**src/rtl/dly_write_sched.sv**
```systemverilog
// dly_write_sched: cycle-based scheduler for delayed register writes (q <= #d v).
// Requests (delay, data) park in a small slot table, count down once per cycle, and
// commit to a shared output register when their countdown has reached zero. When
// several slots are due together, the lowest index commits first. At most one
// commit happens per cycle.
//
// Ports:
//   clk, rst_n          clock, asynchronous active-low reset
//   req_valid/req_ready request handshake; accepted when both are high
//   req_delay, req_data delay in cycles and the value to write
//   flush               synchronous discard of every pending write
//   out_valid           one-cycle pulse marking an update of out_value
//   out_value           committed register value (holds between writes)
//   out_slot            slot index of the most recent commit
//   pending             number of occupied slots
module dly_write_sched #(
  parameter int unsigned WIDTH = 32,
  parameter int unsigned SLOTS = 4,
  parameter int unsigned DLY_W = 8
) (
  input  logic                       clk,
  input  logic                       rst_n,
  input  logic                       req_valid,
  output logic                       req_ready,
  input  logic [DLY_W-1:0]           req_delay,
  input  logic [WIDTH-1:0]           req_data,
  input  logic                       flush,
  output logic                       out_valid,
  output logic [WIDTH-1:0]           out_value,
  output logic [$clog2(SLOTS)-1:0]   out_slot,
  output logic [$clog2(SLOTS+1)-1:0] pending
);

  localparam int unsigned IDX_W = $clog2(SLOTS);
  localparam int unsigned CNT_W = $clog2(SLOTS + 1);

  // Slot table
  logic [SLOTS-1:0] busy_q, busy_d;
  logic [DLY_W-1:0] cnt_q  [SLOTS];
  logic [DLY_W-1:0] cnt_d  [SLOTS];
  logic [WIDTH-1:0] data_q [SLOTS];
  logic [WIDTH-1:0] data_d [SLOTS];

  // Output register
  logic             out_valid_q, out_valid_d;
  logic [WIDTH-1:0] out_value_q, out_value_d;
  logic [IDX_W-1:0] out_slot_q,  out_slot_d;

  logic [SLOTS-1:0] due;
  logic             commit;
  logic [IDX_W-1:0] win_idx;
  logic [IDX_W-1:0] alloc_idx;
  logic             accept;
  logic [CNT_W-1:0] busy_cnt;

  // Commit arbitration: lowest-index due slot wins. Scanning downwards lets the
  // last assignment (lowest index) take effect.
  always_comb begin
    due     = '0;
    commit  = 1'b0;
    win_idx = '0;
    for (int i = 0; i < SLOTS; i++) begin
      due[i] = busy_q[i] && (cnt_q[i] == '0);
    end
    for (int i = SLOTS - 1; i >= 0; i--) begin
      if (due[i]) begin
        commit  = 1'b1;
        win_idx = IDX_W'(i);
      end
    end
  end

  // Allocation: lowest-index free slot. Based on registered busy bits only, so a
  // slot freed by this cycle's commit is not reusable until the next cycle.
  always_comb begin
    alloc_idx = '0;
    for (int i = SLOTS - 1; i >= 0; i--) begin
      if (!busy_q[i]) begin
        alloc_idx = IDX_W'(i);
      end
    end
  end

  assign req_ready = ~&busy_q;
  assign accept    = req_valid && req_ready && !flush;

  always_comb begin
    busy_cnt = '0;
    for (int i = 0; i < SLOTS; i++) begin
      busy_cnt = busy_cnt + CNT_W'(busy_q[i]);
    end
  end

  // Next-state for slot table and output register
  always_comb begin
    busy_d      = busy_q;
    cnt_d       = cnt_q;
    data_d      = data_q;
    out_valid_d = 1'b0;
    out_value_d = out_value_q;
    out_slot_d  = out_slot_q;

    // Countdowns saturate at zero; due slots that lost arbitration stay due.
    for (int i = 0; i < SLOTS; i++) begin
      if (busy_q[i] && (cnt_q[i] != '0)) begin
        cnt_d[i] = cnt_q[i] - DLY_W'(1);
      end
    end

    if (commit && !flush) begin
      busy_d[win_idx] = 1'b0;
      out_valid_d     = 1'b1;
      out_value_d     = data_q[win_idx];
      out_slot_d      = win_idx;
    end

    // alloc_idx is never busy, so it cannot collide with the commit winner.
    if (accept) begin
      busy_d[alloc_idx] = 1'b1;
      cnt_d[alloc_idx]  = req_delay;
      data_d[alloc_idx] = req_data;
    end

    if (flush) begin
      busy_d = '0;
    end
  end

  always_ff @(posedge clk or negedge rst_n) begin
    if (!rst_n) begin
      busy_q      <= '0;
      out_valid_q <= 1'b0;
      out_value_q <= '0;
      out_slot_q  <= '0;
      for (int i = 0; i < SLOTS; i++) begin
        cnt_q[i]  <= '0;
        data_q[i] <= '0;
      end
    end else begin
      busy_q      <= busy_d;
      out_valid_q <= out_valid_d;
      out_value_q <= out_value_d;
      out_slot_q  <= out_slot_d;
      for (int i = 0; i < SLOTS; i++) begin
        cnt_q[i]  <= cnt_d[i];
        data_q[i] <= data_d[i];
      end
    end
  end

  assign out_valid = out_valid_q;
  assign out_value = out_value_q;
  assign out_slot  = out_slot_q;
  assign pending   = busy_cnt;

endmodule

```
**config.mk**
```make
export PLATFORM = sky130hd
export DESIGN_NAME = dly_write_sched
export DESIGN_NICKNAME = d
export VERILOG_FILES = /design/src/rtl/dly_write_sched.sv
export SDC_FILE = /design/constraint.sdc
export NUM_CORES = 1
export LEC_CHECK = 0
export CAP_MARGIN = 40
export CORE_AREA = 5 5 179 181
export CTS_CLUSTER_SIZE = 20
export DETAILED_ROUTE_END_ITERATION = 8
export DIE_AREA = 0 0 184 186
export PLACE_DENSITY_LB_ADDON = 0.08
export SYNTH_ARGS = -nofsm -noshare
export SYNTH_HDL_FRONTEND = slang
export SYNTH_SLANG_ARGS = --single-unit
export TNS_END_PERCENT = 10
```
**constraint.sdc**
```tcl
create_clock -name clk -period 4 [get_ports clk]
set_input_delay 0.8 -clock clk [delete_from_list [all_inputs] [get_ports clk]]
set_output_delay 0.8 -clock clk [all_outputs]
set_load 0.005 [all_outputs]
```
==> results of run 1 <==
==> critical path, cell delays in order, from the launching register on <==
cell	delay [ns]
dfrtp_1	0.49
inv_1	0.17
fa_1	0.55
inv_1	0.04
ha_1	0.18
ha_1	0.27
clkdlybuf4s50_1	0.49
==> logic make-up (layout without fill, tap and decap cells) <==
kind of cell | count (synthesis) | count (layout) | synth area share
flip-flops | 199 | 199 | 0.561
XOR/XNOR | 28 | 28 | 0.0276
AND/OR/NAND/NOR | 125 | 125 | 0.0717
multiplexers | 132 | 132 | 0.167
buffers and inverters | 64 | 149 | 0.0318
adder cells (fa/ha/maj) | 11 | 11 | 0.0163
AO/OA/AOI/OAI | 147 | 147 | 0.125
==> state kept, by name, indices dropped and copies added (netlist names) <==
signal / count
busy_q: 4
data_q: 128
out_slot: 2
out_valid: 1
cnt_q: 32
out_value: 32
==> synth_stat cells, types with 5 or more instances <==
master,n
dfrtp_1,199
mux2_2,132
nor2_1,45
a221oi_1,32
o221ai_1,32
clkbuf_1,30
nand2_1,28
o21ai_0,26
a21oi_1,25
a21oi_2,20
xnor2_1,19
inv_1,18
ha_1,10
nor4_1,9
xor2_1,9
nor3_1,8
buf_2,7
or3_1,7
or4_1,5
==> per-layer routing <==
layer  vias up  share of wire
li1       2721              -
met1      3113           0.48
met2       104           0.48
met3        25          0.031
met4         0          0.012
met5         -              0
==> final cells by class <==
cell class	count	area, µm²
fillers	2994	19400
flip-flops and latches	199	4980
multi-input cells	443	3670
repair buffers	99	1040
well taps	396	495
clock buffers	17	425
clock inverters	15	188
inverters	18	67.6
==> report_power, final <==
part | internal [µW] | switching (µW) | total, µW | leakage, µW
Sequential | 2540 | 356 | 2890 | 0.00244
Combinational | 796 | 531 | 1330 | 0.00175
Clock | 1000 | 821 | 1820 | 0.000297
Total | 4330 | 1710 | 6040 | 0.00448
==> metrics by stage <==
stage	power [µW]	hold slack (ns)
after floorplan	3580	0.479
after global placement	4230	0.488
after detailed placement	4290	0.493
after CTS	6140	0.182
after global routing	6400	0.188
final	6040	0.193
==> worst max path at each step <==
stage / start / endpoint / slack (ns)
final: busy_q[0]$_DFF_PN0_ / pending[1] / 0.57
after global routing: busy_q[0]$_DFF_PN0_ / pending[1] / 0.43
after CTS: busy_q[0]$_DFF_PN0_ / pending[1] / 0.56
after detailed placement: cnt_q[16]$_DFF_PN0_ / out_value[12]$_DFFE_PN0N_ / 0.95
after global placement: cnt_q[16]$_DFF_PN0_ / out_value[12]$_DFFE_PN0N_ / 0.93
after floorplan: busy_q[0]$_DFF_PN0_ / pending[1] / 1.70
==> placed cells by master, fill, tap and decap left out, types with 5 or more instances in the layout <==
cell type,count
o21ai_0,26
xnor2_1,19
a21oi_1,24
mux2_2,132
ha_1,10
a221oi_1,32
dfrtp_1,199
buf_4,11
xor2_1,9
inv_1,18
clkbuf_16,17
clkdlybuf4s50_1,80
a21oi_2,20
or3_1,6
o221ai_1,32
nor3_1,7
or4_1,5
nor2_1,44
nor4_1,8
inv_6,6
nand2_1,27
==> summary.md, run 1 <==
| Metric | Value |
|---|---|
| Die area | 34200 µm² |
| Post-Syn Area | 8880 µm² |
| Die Span Y | 186 µm |
| R2r worst-path depth | 8 |
| Vias in the first global route | 6512 |
| Fin cells | 1187 |
| Share of cells above drive strength 1 | 0.284 |
| Post-layout util | 0.359 |
| DR WL/cell | a little over 20 µm |
| Initial cell density of the core | 0.293 |
| Final worst path period share | 0.856 |
| Max cap viols | 0 |
| Clk sinks | just under 200 |
| Global-route track usage on met1 | 0.197 |
| CP endpoint kind | primary output |
| DR iter-0 viols | 284 |
| Via/cell ratio | 5.02 |
| Flops & latches, synth | 199 |
| Max Fclk | 292 MHz |
| Synth async-reset ratio | 1.00 |
| Placed Instances | 1155 |
| Ys Warns | 0 |
| RSZ-0062 raised after global routing | no |
| First-pass GRT wire length | ~38000 µm |
| Number of port buffers | 82 |
| Nets | 833 |
| GRT met3 Usage | 0.0285 |
| Global-route usage over all layers | 0.144 |
| Most used routing layer | met2 |
| Via count | 5963 |
| Congestion Overflow GR | 0 |
| HP Class | in2async |
| Post-CTS Setup Repair Bufs | 0 |
| Yosys cell types | 44 |
| Ports | between 80 and 90 |
| Post-Syn Nets | 761 |
| Post-route cell area | 10900 µm² |
| Required arrival time at the worst endpoint | 3.20 ns |
| RR Endpoint | out_value[12]$_DFFE_PN0N_ |
| P_leak | 0.00448 µW |
| Largest net degree at the start of global routing | 98 |
| R2r startpoint | cnt_q[16]$_DFF_PN0_ |
| Sequential-to-total area share from yosys stat | 0.561 |
| Final hold vios | 0 |
| Synth Area per Inst | 12.6 µm² |
| Final antenna-violating net count | 0 |
| DR pass1 iterations | 5 |
| Final worst path period need | approximately 3.4 ns |
| CTS tree | built |
| Drc violations | 0 |
| Setup_tns | 0 ns |
| Worst slew pin tran | 0.877 ns |
| Cells resized by post-CTS repair | 0 |
| Ant diodes | 0 |
| Crit Path Category | reg2out |
| Clk slew on worst S/H paths | 0.08 ns |
| CTS root buf | clkbuf_16 |
| H-tree Lvls | 4 |
| VDD IR max | 0.000363 V |
| Number of hold buffers added after CTS | 0 |
| CP max FO | 6 |
| Worst Skew | 0.0125 ns |
| Core Box Area | between 30000 and 40000 µm² |
| Worst R2R Setup Slack | 0.92 ns |
| Cell taking the most area after synthesis | dfrtp_1 |
| Post-synth top area share | 0.561 |
| Setup crit start kind | register |
| Routability Congestion | 0.766 |
| # rows | 64 |
| Worst slack, placed | approximately 0.95 ns |
| Synth top area cells | dfrtp_1 56%, mux2_2 17%, a221oi_1 3.2% |
| CP arrival | between 2 and 3 ns |
| PD cells | 556 nW/µm² |
| Slew Limit Fails | 0 |
| Global Route met2 Usage | 0.237 |
| Final WL | 24100 µm |
| CTS max path bufs | 2 |
| Area grow syn2layout | 22.3% |
| Final worst slack | ~0.57 ns |
| Post-DP Area | 10200 µm² |
| Status | finished clean |
| Post-synth top flop | dfrtp_1 |
| Clock latency at the later pin of the worst-skew pair | 0.44 ns |
| Initial antenna violation count | 0 |
| Post-DP HPWL | 15400 µm |
| Worst rel slew slack | 0.416 |
| Die Wd | 184 µm |
| EDFF count, synth | 0 |
| Cts bufs inserted | 17 |
| Final setup violation count | 0 |
| Syn Inst Count | 706 |
No activity file was read; power rests on OpenSTA's default activity.
==> inputs of run 2 (changes only) <==
==> constraint.sdc (replaced) <==
create_clock -name clk -period 4 [get_ports clk]
set_input_delay 1.2 -clock clk [delete_from_list [all_inputs] [get_ports clk]]
set_output_delay 1.2 -clock clk [all_outputs]
set_load 0.005 [all_outputs]
==> run 2 against run 1 <==
  * Core utilization shrank 0.18 points
  * Via count increased by 1.1%
  * Worst setup slack worse by 0.33 ns
  * Combinational power barely moved
  * Highest routed layer unchanged
==> summary.md, run 2 (synthesis results as in run 1) <==
| Metric | Value |
|---|---|
| Ports | 83 |
| Global-route usage over all layers | 0.147 |
| Fin cells | 1188 |
| Final setup violation count | 0 |
| Ant diodes | 0 |
| Share of cells above drive strength 1 | 0.284 |
| Nets | 834 |
| CTS root buf | clkbuf_16 |
| Number of port buffers | 82 |
| CP arrival | 2.56 ns |
| Final worst slack | 0.243 ns |
| P_leak | 0.00445 µW |
| VDD IR max | between 0.0002 and 0.0003 V |
| Crit-path cells | inv_1 > fa_1 > inv_1 > ha_1 > ha_1 > clkdlybuf4s50_1 |
| Initial cell density of the core | 0.293 |
| Most flop-heavy register | data_q |
| Routability Congestion | 0.785 |
| Final antenna-violating net count | 0 |
| Max Fclk | 266 MHz |
| CP peak stage delay | between 0.5 and 0.6 ns |
| Clk slew on worst S/H paths | 0.08 ns |
| H-tree Lvls | 4 |
| DR pass1 iterations | 4 |
| Clk sinks | between 150 and 200 |
| Initial antenna violation count | 0 |
| Final worst path period share | 0.939 |
| Top cell family by delay on the critical path | adder cells |
| Clock latency at the later pin of the worst-skew pair | 0.44 ns |
| Final hold vios | 0 |
| Most frequent cells in the layout | 199 x dfrtp_1, 132 x mux2_2, 80 x clkdlybuf4s50_1 |
| Slew Limit Fails | 0 |
| Number of flip-flops in the largest register | 128 |
| PD cells | 552 nW/µm² |
| Cells resized by post-CTS repair | 0 |
| Largest net degree at the start of global routing | between 90 and 100 |
| Die Span Y | 186 µm |
| Post-DP Area | 10200 µm² |
| Placed Instances | 1156 |
| Post-CTS Setup Repair Bufs | 0 |
| CP max FO | 6 |
| Final worst path period need | 3.76 ns |
| Die Wd | 184 µm |
| FILL cells | 2952 |
| DR iter-0 viols | about 310 |
| Drc violations | 0 |
| CP endpoint kind | primary output |
| Final WL | between 20000 and 25000 µm |
| Worst R2R Setup Slack | around 0.98 ns |
| Worst slew pin tran | 0.886 ns |
| Number of hold buffers added after CTS | 0 |
| Post-route cell area | 10800 µm² |
| Die area | 34200 µm² |
| Commonest non-fill, non-tap cell in the layout | dfrtp_1 |
| Setup crit start kind | register |
| # rows | 64 |
| CTS tree | built |
| DR WL/cell | 20.7 µm |
| Post-DP HPWL | ~15000 µm |
| Max cap viols | 0 |
| Required arrival time at the worst endpoint | 2.80 ns |
| Congestion Overflow GR | 0 |
| Setup_tns | 0 ns |
| Core Box Area | approximately 30000 µm² |
| Worst rel slew slack | 0.410 |
| Worst Skew | around 0.011 ns |
| Vias in the first global route | 6596 |
| Area grow syn2layout | 21.7% |
| RSZ-0062 raised after global routing | no |
| HP Class | reg2reg |
| Via/cell ratio | 5.08 |
| Crit Path Category | reg2out |
| First-pass GRT wire length | 38500 µm |
| Status | finished clean |
| Slowest-stage cell, CP | fa_1 |
| Via count | around 6000 |
| Critical path buffer and inverter count | 3 |
| Reg area | around 5000 µm² |
| CTS max path bufs | 2 |
| Multi-input logic area | 3670 µm² |
| Cts bufs inserted | 17 |
| Worst slack, placed | 0.696 ns |
[run 2: changes by cell type in the layout (fill, tap and decap cells not counted), moves of 2 or more]
cell / delta
clkinv_2: -2
inv_8: +4
clkinv_4: +2
inv_6: -4
buf_4: +3
bufinv_16: -2
buf_16: -2
[run 2: worst reg2reg max path, cell delays in order (launching register included)]
cell	delay (ns)
dfrtp_1	0.42
inv_1	0.13
ha_1	0.17
or4b_4	0.47
nor3_1	0.52
o31ai_4	0.32
buf_4	0.33
a221oi_1	0.44
a21oi_2	0.10
[run 2: through the flow]
step / hold WS (ns) / total power (µW) / util
2_1_floorplan: 0.479 / 3580 / -
3_3_place_gp: 0.488 / 4230 / 0.337
3_5_place_dp: 0.493 / 4290 / 0.337
4_1_cts: 0.512 / 6080 / 0.357
5_1_grt: 0.523 / 6330 / 0.357
6_report: 0.509 / 5960 / 0.357
[run 2: final timing paths]
path                                              from                        end  depth (start not counted)
min in group asynchronous                        rst_n         cnt_q[6]$_DFF_PN0_                          1
worst max-delay path               busy_q[0]$_DFF_PN0_                 pending[1]                          6
worst max register to register     cnt_q[16]$_DFF_PN0_  out_value[12]$_DFFE_PN0N_                          8
max in group asynchronous                        rst_n  out_value[18]$_DFFE_PN0N_                          2
worst min-delay path            data_q[91]$_DFFE_PN0P_     data_q[91]$_DFFE_PN0P_                          1
worst min register to register  data_q[91]$_DFFE_PN0P_     data_q[91]$_DFFE_PN0P_                          1
[run 2: power breakdown]
group          switching, µW  internal, µW
registers                359          2540
logic                    540           794
clock network            841           894
total                   1740          4220
[run 2: metal layers]
metal / global-route usage / vias to the layer above / share of wire
met4: 0.0408 / 0 / 0.013
met1: 0.194 / 3155 / 0.46
met3: 0.0289 / 19 / 0.035
met5: 0 / - / 0
li1: - / 2741 / -
met2: 0.248 / 116 / 0.49
[run 2: cell type report]
cell class / count / area share
Sequential cell: 199 / 0.461
Multi-Input combinational cell: 443 / 0.339
Timing Repair Buffer: 100 / 0.0930
Tap cell: 396 / 0.0459
Clock buffer: 18 / 0.0397
Clock inverter: 14 / 0.0149
Inverter: 18 / 0.00625
==> inputs of run 3 (changes only) <==
--- a/config.mk
+++ b/config.mk
@@ -6,6 +6,8 @@
 export NUM_CORES = 1
 export LEC_CHECK = 0
 export CAP_MARGIN = 40
+export CELL_PAD_IN_SITES_DETAIL_PLACEMENT = 0
+export CELL_PAD_IN_SITES_GLOBAL_PLACEMENT = 1
 export CORE_AREA = 5 5 179 181
 export CTS_CLUSTER_SIZE = 20
 export DETAILED_ROUTE_END_ITERATION = 8
==> run 3 against run 2 <==
  * Cell count unchanged
  * First-iteration DRC count shrank 12%
  * Design area rose by 0.13%
  * Sequential power about the same
  * Clock-buffer cell count shrank 1
  * Core utilization is essentially flat
  * Maximum frequency down 1.2%
  * Combinational power about the same
  * Critical path type unchanged
  * Largest cell class unchanged
==> summary.md, run 3 (synthesis results as in run 1) <==
| Metric | Value |
|---|---|
| DR top layer | met5 |
| Most flop-heavy register | data_q |
| Multi-input logic area | 3670 µm² |
| Fin cells | about 1200 |
| Core Box Area | 30300 µm² |
| P_leak | 0.00447 µW |
| Setup crit start kind | register |
| CP arrival | around 2.6 ns |
| Status | finished clean |
| Final WL | 25100 µm |
| CTS max path bufs | 2 |
| Power, Total | 5950 µW |
| Clk sinks | slightly below 200 |
| VDD IR max | approximately 0.00025 V |
| Initial antenna violation count | 1 |
| Metal2 WL | 11900 µm |
| Ant diodes | 0 |
| HP Class | reg2reg |
| Max cap viols | 0 |
| Cts bufs inserted | 17 |
| Number of hold buffers added after CTS | 0 |
| Number of port buffers | 82 |
| Largest net degree at the start of global routing | 60 |
| CTS tree | built |
| Ports | 83 |
| Final setup violation count | 0 |
| Vias in the first global route | about 6500 |
| Die Wd | approximately 180 µm |
| H-tree Lvls | 4 |
| Clk slew on worst S/H paths | about 0.090 ns |
| Via count | 6010 |
| Worst Skew | 0.0160 ns |
| Number of flip-flops in the largest register | 128 |
| Worst rel slew slack | 0.441 |
| RSZ-0062 raised after global routing | no |
| Die area | 34200 µm² |
| # rows | 64 |
| First-pass GRT wire length | 38800 µm |
| CP endpoint kind | primary output |
| CP max FO | 6 |
| Final antenna-violating net count | 0 |
| Initial cell density of the core | 0.293 |
| DR iter-0 viols | 270 |
| Required arrival time at the worst endpoint | around 2.8 ns |
| PD cells | 550 nW/µm² |
| Final worst path period need | 3.80 ns |
| Most frequent cells in the layout | 199 x dfrtp_1, 132 x mux2_2, 80 x clkdlybuf4s50_1 |
| Crit Path Category | reg2out |
| Area grow syn2layout | 21.8% |
| Max Fclk | about 260 MHz |
| Placed Instances | 1157 |
| Via/cell ratio | 5.06 |
| DR pass1 iterations | 7 |
| CTS root buf | clkbuf_16 |
| FILL cells | 3010 |
| Final worst path period share | 0.951 |
| Slew Limit Fails | 0 |
| Final hold vios | 0 |
| Die Span Y | 186 µm |
| Post-DP HPWL | 15400 µm |
| Reg area | 4980 µm² |
| Met3 WL | 965 µm |
| Clock latency at the later pin of the worst-skew pair | 0.44 ns |
| Congestion Overflow GR | 0 |
| Setup_tns | 0 ns |
| Worst slew pin tran | between 0.8 and 0.9 ns |
| Commonest non-fill, non-tap cell in the layout | dfrtp_1 |
| Nets | 835 |
| DR WL/cell | 21.1 µm |
| Routability Congestion | between 0.7 and 0.8 |
| Share of cells above drive strength 1 | 0.285 |
| Global-route usage over all layers | 0.148 |
| Drc violations | 0 |
| Routed metal-1 wirelength | about 12000 µm |
| Post-CTS Setup Repair Bufs | 0 |
| Cells resized by post-CTS repair | 0 |
run 3: final cells by class:
| class | instances | share of cell area |
|---|---|---|
| Sequential cell | 199 | 0.460 |
| Multi-Input combinational cell | 443 | 0.339 |
| Timing Repair Buffer | 101 | 0.0954 |
| Tap cell | 396 | 0.0458 |
| Clock buffer | 17 | 0.0393 |
| Clock inverter | 14 | 0.0140 |
| Inverter | 18 | 0.00624 |
run 3: power breakdown:
part           internal, µW  leakage (µW)  switching [µW]  total (µW)
Combinational           797       0.00175             532        1330
Sequential             2540       0.00244             355        2890
Clock                   840      0.000285             891        1730
run 3: worst paths after layout:
check / from / endpoint / slack [ns] / cells past startpoint
worst max-delay path: busy_q[0]$_DFF_PN0_ / pending[1] / 0.20 / 6
min in group asynchronous: rst_n / data_q[59]$_DFFE_PN0P_ / 0.70 / 1
max in group asynchronous: rst_n / cnt_q[12]$_DFF_PN0_ / 2.31 / 3
worst min-delay path: data_q[3]$_DFFE_PN0P_ / data_q[3]$_DFFE_PN0P_ / 0.51 / 1
worst min register to register: data_q[3]$_DFFE_PN0P_ / data_q[3]$_DFFE_PN0P_ / 0.51 / 1
worst max register to register: cnt_q[0]$_DFF_PN0_ / out_value[15]$_DFFE_PN0N_ / 0.97 / 8
run 3: critical path, stage by stage (launching register included):
cell and delay [ns]:
dfrtp_1 0.48, inv_1 0.15, fa_1 0.56, inv_1 0.04, ha_1 0.17, ha_1 0.27
clkdlybuf4s50_1 0.50
run 3: per-stage QoR:
| step | util | area (µm²) | setup slack (ns) | hold slack [ns] |
|---|---|---|---|---|
| floorplan | - | 8880 | 1.30 | 0.479 |
| global placement | 0.337 | 10200 | 0.685 | 0.487 |
| detailed placement | 0.338 | 10200 | 0.660 | 0.488 |
| CTS | 0.357 | 10800 | 0.160 | 0.508 |
| global route | 0.357 | 10800 | 0.0919 | 0.518 |
| finish | 0.357 | 10800 | 0.198 | 0.508 |
run 3: per-layer routing:
| layer | vias to the layer above | GRT usage |
|---|---|---|
| met1 | 3141 | 0.204 |
| met2 | 112 | 0.246 |
| met4 | 2 | 0.0319 |
| met3 | 27 | 0.0276 |
| li1 | 2728 | - |
| met5 | - | 0 |
